$ cat src/rtl/host_mem_loader.sv
// Packs an incoming byte stream into masked 64-bit memory host writes, wrapping modulo NUM_BYTES.
// Define HOST_MEM_LOADER_VERIFY_EN to add a readback checksum pass (VERIFY state) after the load.
module host_mem_loader #(
    parameter int NUM_BYTES  = 2097152,
    parameter int DATA_WIDTH = 64,
    localparam int ADDR_WIDTH = $clog2(NUM_BYTES)
) (
    input  logic                  clk,
    input  logic                  rst_n,
    input  logic                  start,
    input  logic [ADDR_WIDTH-1:0] base_addr,
    input  logic                  in_valid,
    output logic                  in_ready,
    input  logic [7:0]            in_data,
    input  logic                  in_last,
    output logic [ADDR_WIDTH-1:0] hw_addr,
    output logic [DATA_WIDTH-1:0] hw_data,
    output logic [7:0]            hw_mask,
    output logic                  hw_en,
    output logic [ADDR_WIDTH-1:0] hr_addr,
    input  logic [DATA_WIDTH-1:0] hr_data,
    output logic                  busy,
    output logic                  done,
    output logic [ADDR_WIDTH:0]   byte_count,
    output logic                  verify_err
);

    // Handshake: a byte transfers on every rising edge where in_valid && in_ready;
    // in_ready is a function of state only (high exactly in LOAD), never of in_valid.
    typedef enum logic [2:0] {
        S_IDLE   = 3'd0,
        S_LOAD   = 3'd1,
        S_FLUSH  = 3'd2,
        S_VERIFY = 3'd3,
        S_DONE   = 3'd4
    } state_t;

    localparam logic [ADDR_WIDTH-1:0] LAST_ADDR = ADDR_WIDTH'(NUM_BYTES - 1);

    state_t                state_q;
    state_t                state_d;
    logic [ADDR_WIDTH-1:0] ptr_q;
    logic [ADDR_WIDTH-1:0] ptr_next;
    logic [DATA_WIDTH-1:0] acc_data_q;
    logic [DATA_WIDTH-1:0] merged_data;
    logic [7:0]            acc_mask_q;
    logic [7:0]            merged_mask;
    logic [2:0]            lane;
    logic                  accept;
    logic                  close_word;
    logic                  start_ok;
    logic                  rd_last;
    logic                  unused_hr;

    assign lane        = ptr_q[2:0];
    assign accept      = in_valid && in_ready;
    assign close_word  = accept && ((lane == 3'd7) || in_last);
    assign start_ok    = (state_q == S_IDLE) && start;
    assign ptr_next    = (ptr_q == LAST_ADDR) ? '0 : ptr_q + ADDR_WIDTH'(1);
    assign merged_data = acc_data_q | (DATA_WIDTH'(in_data) << {lane, 3'b000});
    assign merged_mask = acc_mask_q | (8'b1 << lane);

    always_ff @(posedge clk) begin
        if (!rst_n) begin
            state_q <= S_IDLE;
        end else begin
            state_q <= state_d;
        end
    end

    always_comb begin
        state_d  = state_q;
        in_ready = 1'b0;
        busy     = 1'b1;
        done     = 1'b0;
        case (state_q)
            S_IDLE: begin
                busy = 1'b0;
                if (start) begin
                    state_d = S_LOAD;
                end
            end
            S_LOAD: begin
                in_ready = 1'b1;
                if (accept && in_last) begin
                    state_d = S_FLUSH;
                end
            end
            S_FLUSH: begin
`ifdef HOST_MEM_LOADER_VERIFY_EN
                state_d = S_VERIFY;
`else
                state_d = S_DONE;
`endif
            end
            S_VERIFY: begin
                if (rd_last) begin
                    state_d = S_DONE;
                end
            end
            S_DONE: begin
                done    = 1'b1;
                state_d = S_IDLE;
            end
            default: begin
                state_d = S_IDLE;
            end
        endcase
    end

    // The accumulator only ever holds bytes in masked lanes, so unmasked lanes of hw_data stay 0.
    always_ff @(posedge clk) begin
        if (!rst_n) begin
            ptr_q      <= '0;
            acc_data_q <= '0;
            acc_mask_q <= '0;
            byte_count <= '0;
            hw_addr    <= '0;
            hw_data    <= '0;
            hw_mask    <= '0;
            hw_en      <= 1'b0;
        end else begin
            hw_en <= 1'b0;
            if (start_ok) begin
                ptr_q      <= base_addr;
                byte_count <= '0;
                acc_data_q <= '0;
                acc_mask_q <= '0;
            end
            if (accept) begin
                ptr_q      <= ptr_next;
                byte_count <= byte_count + (ADDR_WIDTH + 1)'(1);
                if (close_word) begin
                    hw_addr    <= {ptr_q[ADDR_WIDTH-1:3], 3'b000};
                    hw_data    <= merged_data;
                    hw_mask    <= merged_mask;
                    hw_en      <= 1'b1;
                    acc_data_q <= '0;
                    acc_mask_q <= '0;
                end else begin
                    acc_data_q <= merged_data;
                    acc_mask_q <= merged_mask;
                end
            end
        end
    end

`ifdef HOST_MEM_LOADER_VERIFY_EN
    logic [ADDR_WIDTH-1:0] base_q;
    logic [ADDR_WIDTH-1:0] rd_ptr_q;
    logic [ADDR_WIDTH:0]   rd_cnt_q;
    logic [15:0]           checksum_q;
    logic [15:0]           rd_sum_q;
    logic [15:0]           rd_sum_next;

    assign rd_last     = (rd_cnt_q == byte_count - (ADDR_WIDTH + 1)'(1));
    assign rd_sum_next = rd_sum_q + {8'h00, hr_data[7:0]};
    assign hr_addr     = (state_q == S_VERIFY) ? rd_ptr_q : '0;
    assign unused_hr   = ^hr_data[DATA_WIDTH-1:8];

    always_ff @(posedge clk) begin
        if (!rst_n) begin
            base_q     <= '0;
            rd_ptr_q   <= '0;
            rd_cnt_q   <= '0;
            checksum_q <= '0;
            rd_sum_q   <= '0;
            verify_err <= 1'b0;
        end else begin
            if (start_ok) begin
                base_q     <= base_addr;
                checksum_q <= '0;
                verify_err <= 1'b0;
            end
            if (accept) begin
                checksum_q <= checksum_q + {8'h00, in_data};
            end
            if (state_q == S_FLUSH) begin
                rd_ptr_q <= base_q;
                rd_cnt_q <= '0;
                rd_sum_q <= '0;
            end
            // The comparison lands on the edge into DONE so verify_err is valid with the done pulse.
            if (state_q == S_VERIFY) begin
                rd_ptr_q <= (rd_ptr_q == LAST_ADDR) ? '0 : rd_ptr_q + ADDR_WIDTH'(1);
                rd_cnt_q <= rd_cnt_q + (ADDR_WIDTH + 1)'(1);
                rd_sum_q <= rd_sum_next;
                if (rd_last) begin
                    verify_err <= (rd_sum_next != checksum_q);
                end
            end
        end
    end
`else
    assign rd_last    = 1'b0;
    assign hr_addr    = '0;
    assign verify_err = 1'b0;
    assign unused_hr  = ^hr_data;
`endif

endmodule

$ cat config.mk
export PLATFORM = sky130hd
export DESIGN_NAME = host_mem_loader
export DESIGN_NICKNAME = d
export VERILOG_FILES = /design/src/rtl/host_mem_loader.sv
export SDC_FILE = /design/constraint.sdc
export NUM_CORES = 1
export LEC_CHECK = 0
export BUFFER_PORTS_ARGS = -buffer_cell sky130_fd_sc_hd__buf_2
export CORE_MARGIN = 4
export CORE_UTILIZATION = 40
export DETAILED_ROUTE_END_ITERATION = 16
export HOLD_SLACK_MARGIN = 0.05
export PLACE_DENSITY_LB_ADDON = 0.05
export SLEW_MARGIN = 0
export SYNTH_ARGS = -nofsm -noshare
export SYNTH_HDL_FRONTEND = slang
export SYNTH_SLANG_ARGS = --single-unit
$ cat constraint.sdc
create_clock -name clk -period 2.1 [get_ports clk]
set_input_delay 0.315 -clock clk [delete_from_list [all_inputs] [get_ports clk]]
set_output_delay 0.315 -clock clk [all_outputs]
set_load 0.02 [all_outputs]
# After elaboration in Yosys (flattened, before gate mapping)
# Index checks and enable logic that the tools add are counted.
# classes
eq_ne	8
shift	2
bitwise_logic	3
muxes	18
reduce_logical	10
addsub	2
# ops
operator	count
$mux W64	3
$or A64 B64 Y64	1
$shl A8 B6 Y64	1
$mux W21	3
$mux W22	2
$mux W8	3
$add A22 B1 Y22 const B	1
$add A21 B1 Y21 const B	1
$eq A21 B21 Y1 const B	1
$pmux W3 S4	1
$or A8 B8 Y8	1
$shl A1 B3 Y8 const A	1
$eq A3 B2 Y1 const B	2
$eq A3 B3 Y1 const B	2
$mux W3	2
$logic_and A1 B1 Y1	4
$mux W1	4
$ne A2 B2 Y1 const B	2
$reduce_and A2 Y1	2
$eq A3 B1 Y1 const B	1
$logic_not A3 Y1	1
$reduce_and A3 Y1	1
$reduce_bool A2 Y1	1
$logic_or A1 B1 Y1	1
$not A1 Y1	1
# totals
in_bits	98
out_inout_bits	141
ff_bits	209

# Depth between registers and ports, before layout
# logic_depth
depth_word	6
mapped_depth	8

# Worst setup path after synthesis
# Ideal clock, no wire load.
# synth_timing
path_type	reg-to-reg
start	register ptr_q[0]
end	register hw_data[52]
setup_slack_ps	310
stages_incl_launch_ff	9
n_path_buf	2
setup_time_ps	133
required_ps	1967
arrival_ps	1658
cell_sequence	dfxtp_1 -> ha_1 -> ha_1 -> nor2_1 -> nor2_1 -> buf_2 -> buf_2 -> o21ai_0 -> a21oi_1
# synth_between
elab_chain_len	4
# synth_rtl
element	line_no	source
start: declaration	42	logic [ADDR_WIDTH-1:0] ptr_q;
start signal: assignment	125	ptr_q <= base_addr;
start signal: assignment	131	ptr_q <= ptr_next;
parallel branches: the longest is 4 deep, another holds $shl A8 B6 Y64	-	
end signal: assignment	135	hw_data <= merged_data;
end: declaration	17	output logic [DATA_WIDTH-1:0] hw_data,
# Several ways; the timed one is not identified.
# A chain may end at the register's enable or synchronous reset.

# Final worst setup path
# layout_timing
start	register ptr_q[0]
end	register acc_data_q[13]
# layout_between
elab_chain_len	5
# layout_rtl
element	line_no	source
parallel branches: the longest is 3 deep, another holds $shl A8 B6 Y64	-	
$mux W64 *	133	if (close_word) begin
$mux W64 *	130	if (accept) begin
end signal: assignment	141	acc_data_q <= merged_data;
end: declaration	44	logic [DATA_WIDTH-1:0] acc_data_q;
# Mark *: on every way between the ends.

==> results.py <==
metrics = {
    "run_status": {
        "status": "finished clean",
    },
    "grt": {
        "grt_pass1_vias": 7430,
        "grt_pass1_wl_mm": 40.5,
        "grt_overflow_total": 0,
        "antenna_found_initial": 1,
        "grt_use_total_pct": 20.3,
        "grt_max_degree": 98,
    },
    "synthesis": {
        "yosys.area_share.simple_pct": 17.0,
        "ys.warnings.count": 0,
        "avgSynthCellArea_um2": 8.38,
        "ys_types": 66,
        "synth-compound-area-share_pct": 25.5,
        "synth_edf_count": 0,
        "synthAdderAreaFrac_pct": 1.00,
        "async_flop_share_pct": 0,
        "syn-cell-area_um2": 8740,
        "synth_top_family_by_area": "compound AO/OA/AOI/OAI gates",
        "synth_seq_cells": 209,
        "syn_inst": 1042,
        "synthMuxAreaShare_pct": 0.745,
        "synth_flop_cell": "dfxtp_1",
        "synthTopCellsByArea": "dfxtp_1 (48%), a21oi_1 (10%), a22oi_1 (6.1%)",
        "synth_top_cell_area_share_pct": 47.9,
        "synthXorXnorAreaFrac_pct": 0.401,
        "ys_seq_area_share_pct": 47.9,
        "synth_top_area_cell": "dfxtp_1",
    },
    "clock_network": {
        "root_buffer": "clkbuf_16",
        "clk_latency_ns": 0.51,
        "path_clk_slew_ns": 0.06,
        "cts_made_buffers": 24,
        "clock_path_buffers": 3,
        "cts_hold_buf": 0,
        "cts_tree": "yes",
        "postCtsSetupRepairBufs": 0,
        "cts.sinks": 209,
        "cts.htree.levels": 1,
    },
    "job": {
        "drv_cap": 0,
    },
    "pwr": {
        "switching_share_pct": 25.8,
        "p_leak_nw": 4.29,
        "internal_power_mw": 7.12,
        "power.density_nw_per_um2": 902,
        "finalPower_mw": 9.60,
        "power_frac_comb_pct": 11.1,
        "p_seq_share_pct": 43.5,
        "peakVddDrop_v": 0.000490,
        "netSwitchingPower_mw": 2.48,
        "power_frac_clock_pct": 45.3,
    },
    "route": {
        "dr.pass1.iters": 5,
        "drc": 0,
        "drt-total-wl_mm": 26.3,
        "antenna_left": 0,
        "vias": 7943,
        "drt_iter0_markers": 512,
        "wl_per_cell_um": 18.0,
        "viasPerCell": 5.44,
    },
    "timing": {
        "rsz0062_at_grt": "true",
        "hold_viol_final": 0,
        "finalSetupViolCount": 0,
        "tightest_slew_ns": 0.499,
        "fmax_ghz": 0.519,
        "timing.final.ws_setup_ns": 0.171,
        "fin_crit_ns": 1.93,
        "relSlewSlack_pct": 66.4,
        "fin_crit_sh_pct": 91.8,
        "skew_ns": 0.0134,
        "slew_viol_final": 0,
    },
    "placed_design": {
        "place_area_um2": 9760,
        "dp_cells": 1415,
        "dp_hpwl_mm": 17.0,
        "place_congestion": 0.858,
        "pre_cts_ws_ns": 0.0902,
        "port_buffers": 149,
    },
    "finish": {
        "fin_cells": 1461,
        "diodes": 0,
        "design_area_um2": 10700,
        "fillCellCount": 2113,
        "post-route-util_pct": 50.2,
        "drive_gt1_share_pct": 22.3,
        "areaGrowthSynthToFinish_pct": 21.9,
        "finalNetCount": 1273,
    },
    "floorplan": {
        "die_w_um": 156,
        "io_pins": 239,
        "core_um2": 21200,
        "initial_utilization_pct": 41.2,
        "dieArea_um2": 24300,
        "core.rowCount": 53,
        "die_h_um": 156,
    },
    "hold_path": {
        "hold_start": "base_addr[20]",
        "hold_class": "input port to flip-flop",
    },
    "setup_path": {
        "cp.required_ns": 2.53,
        "critPathCaptureType": "flip-flop",
        "crit_start": "ptr_q[0]",
        "cp_data_arrival_time_ns": 2.36,
        "critPathMaxFanout": 8,
        "crit_type": "flip-flop to flip-flop",
        "startpoint_type": "flip-flop",
        "regToRegStartpoint": "ptr_q[0]",
    },
}
-- power groups by stage --
| stage | sequential (mW) | combinational, mW | clock (mW) |
|---|---|---|---|
| 3_3_place_gp | 4.27 | 1.04 | 0 |
| 5_1_grt | 4.20 | 1.17 | 4.64 |
| 6_report | 4.18 | 1.07 | 4.35 |
| 2_1_floorplan | 4.32 | 0.625 | 0 |
| 4_1_cts | 4.18 | 1.05 | 4.47 |
| 3_5_place_dp | 4.27 | 1.04 | 0 |
-- per-stage QoR --
stage,hold slack (ns),TNS [ns]
after floorplan,0.451,0
after global placement,0.440,0
after detailed placement,0.443,0
after CTS,0.0501,0
after global routing,0.0681,-0.0118
final,0.0726,0
-- layer usage --
metal	vias to the layer above	wire (um)	GRT usage, %
met4	2	435	4.21
met3	34	1510	3.50
li1	3947	-	-
met1	3751	11900	27.8
met5	-	7	0
met2	209	12400	33.7
-- state kept, by name, summed over array words and instances, names as in the netlist --
name	count
acc_mask_q	8
hw_addr	18
hw_mask	8
acc_data_q	64
hw_en	1
ptr_q	21
hw_data	64
state_q	3
byte_count	22
-- worst max-delay path: stages, from the launching register on --
cell and delay (ns):
dfxtp_1 0.31, ha_1 0.22, ha_1 0.25, nor2_2 0.21, buf_4 0.16, and3_1 0.46, a22oi_1 0.13, nor2_1 0.12
-- synth_stat cells, types with 2 or more instances --
master    instances
mux2_2            3
and2_1            8
a22oi_1          71
nand3b_1          3
o311ai_1          2
nor3_1           19
inv_2             3
o211ai_1          3
ha_1              7
a31oi_1           9
dfxtp_1         209
a32oi_1           3
buf_2            43
xor2_1            3
mux2i_1           2
or4_1             4
o221ai_1          2
nand4_1          11
o21ai_0          81
and4_1            3
and3_1           16
nor4b_1           2
nor4_2            2
nor4_1            2
a211oi_1          7
a21oi_1         179
o311ai_0          4
or3_1             6
a311oi_1          2
nand2_1          75
nor3_2            5
o21a_1            2
o21ai_1           8
buf_4            26
nand3_1          25
nor2_1          109
inv_1             5
clkbuf_1         44
buf_1             7
-- cells in the final DEF, fill, tap and decap left out, drive strengths merged, types with 3 or more instances in the layout --
| cell | count |
|---|---|
| or3 | 6 |
| inv | 8 |
| ha | 7 |
| clkinv | 10 |
| a21oi | 179 |
| a22oi | 71 |
| a211oi | 7 |
| o21ai | 89 |
| and4 | 3 |
| or4 | 4 |
| nor4 | 5 |
| nand4 | 12 |
| xor2 | 3 |
| nor2 | 109 |
| and3 | 16 |
| bufinv | 4 |
| clkbuf | 30 |
| nand3 | 26 |
| o311ai | 6 |
| mux2 | 4 |
| nand2 | 76 |
| nor3 | 24 |
| conb | 25 |
| buf | 195 |
| nand3b | 3 |
| and2 | 8 |
| o211ai | 3 |
| a31oi | 9 |
| dfxtp | 209 |
| a21boi | 3 |
| a32oi | 3 |
-- cell families (layout without fill, tap and decap cells) --
group,count (synthesis),after routing
AO/OA/AOI/OAI,384,384
XOR/XNOR,4,4
adder cells (fa/ha/maj),7,7
buffers and inverters,129,249
flip-flops,209,209
multiplexers,6,6
other,1,25
AND/OR/NAND/NOR,302,302
-- layout make-up --
cell class | count | area, um^2 | share of cell area [%]
Clock buffer | 28 | 647 | 6.07
Tap cell | 275 | 344 | 3.23
Inverter | 8 | 31.3 | 0.294
Timing Repair Buffer | 197 | 1240 | 11.6
Clock inverter | 16 | 189 | 1.77
Multi-Input combinational cell | 728 | 4020 | 37.7
Sequential cell | 209 | 4190 | 39.3
-- worst paths after layout --
kind	end	slack [ns]	cells past startpoint
max reg2reg	acc_data_q[13]	0.17	7
min	ptr_q[20]	0.07	3
min reg2reg	hw_addr[8]	0.45	2
max	acc_data_q[13]	0.17	7
-- repair_timing --
item,in CTS,in global routing
hold endpoints to repair,0,0
resized for setup,0,8
setup endpoints to repair,0,97
(Power assumes the default switching activity.)
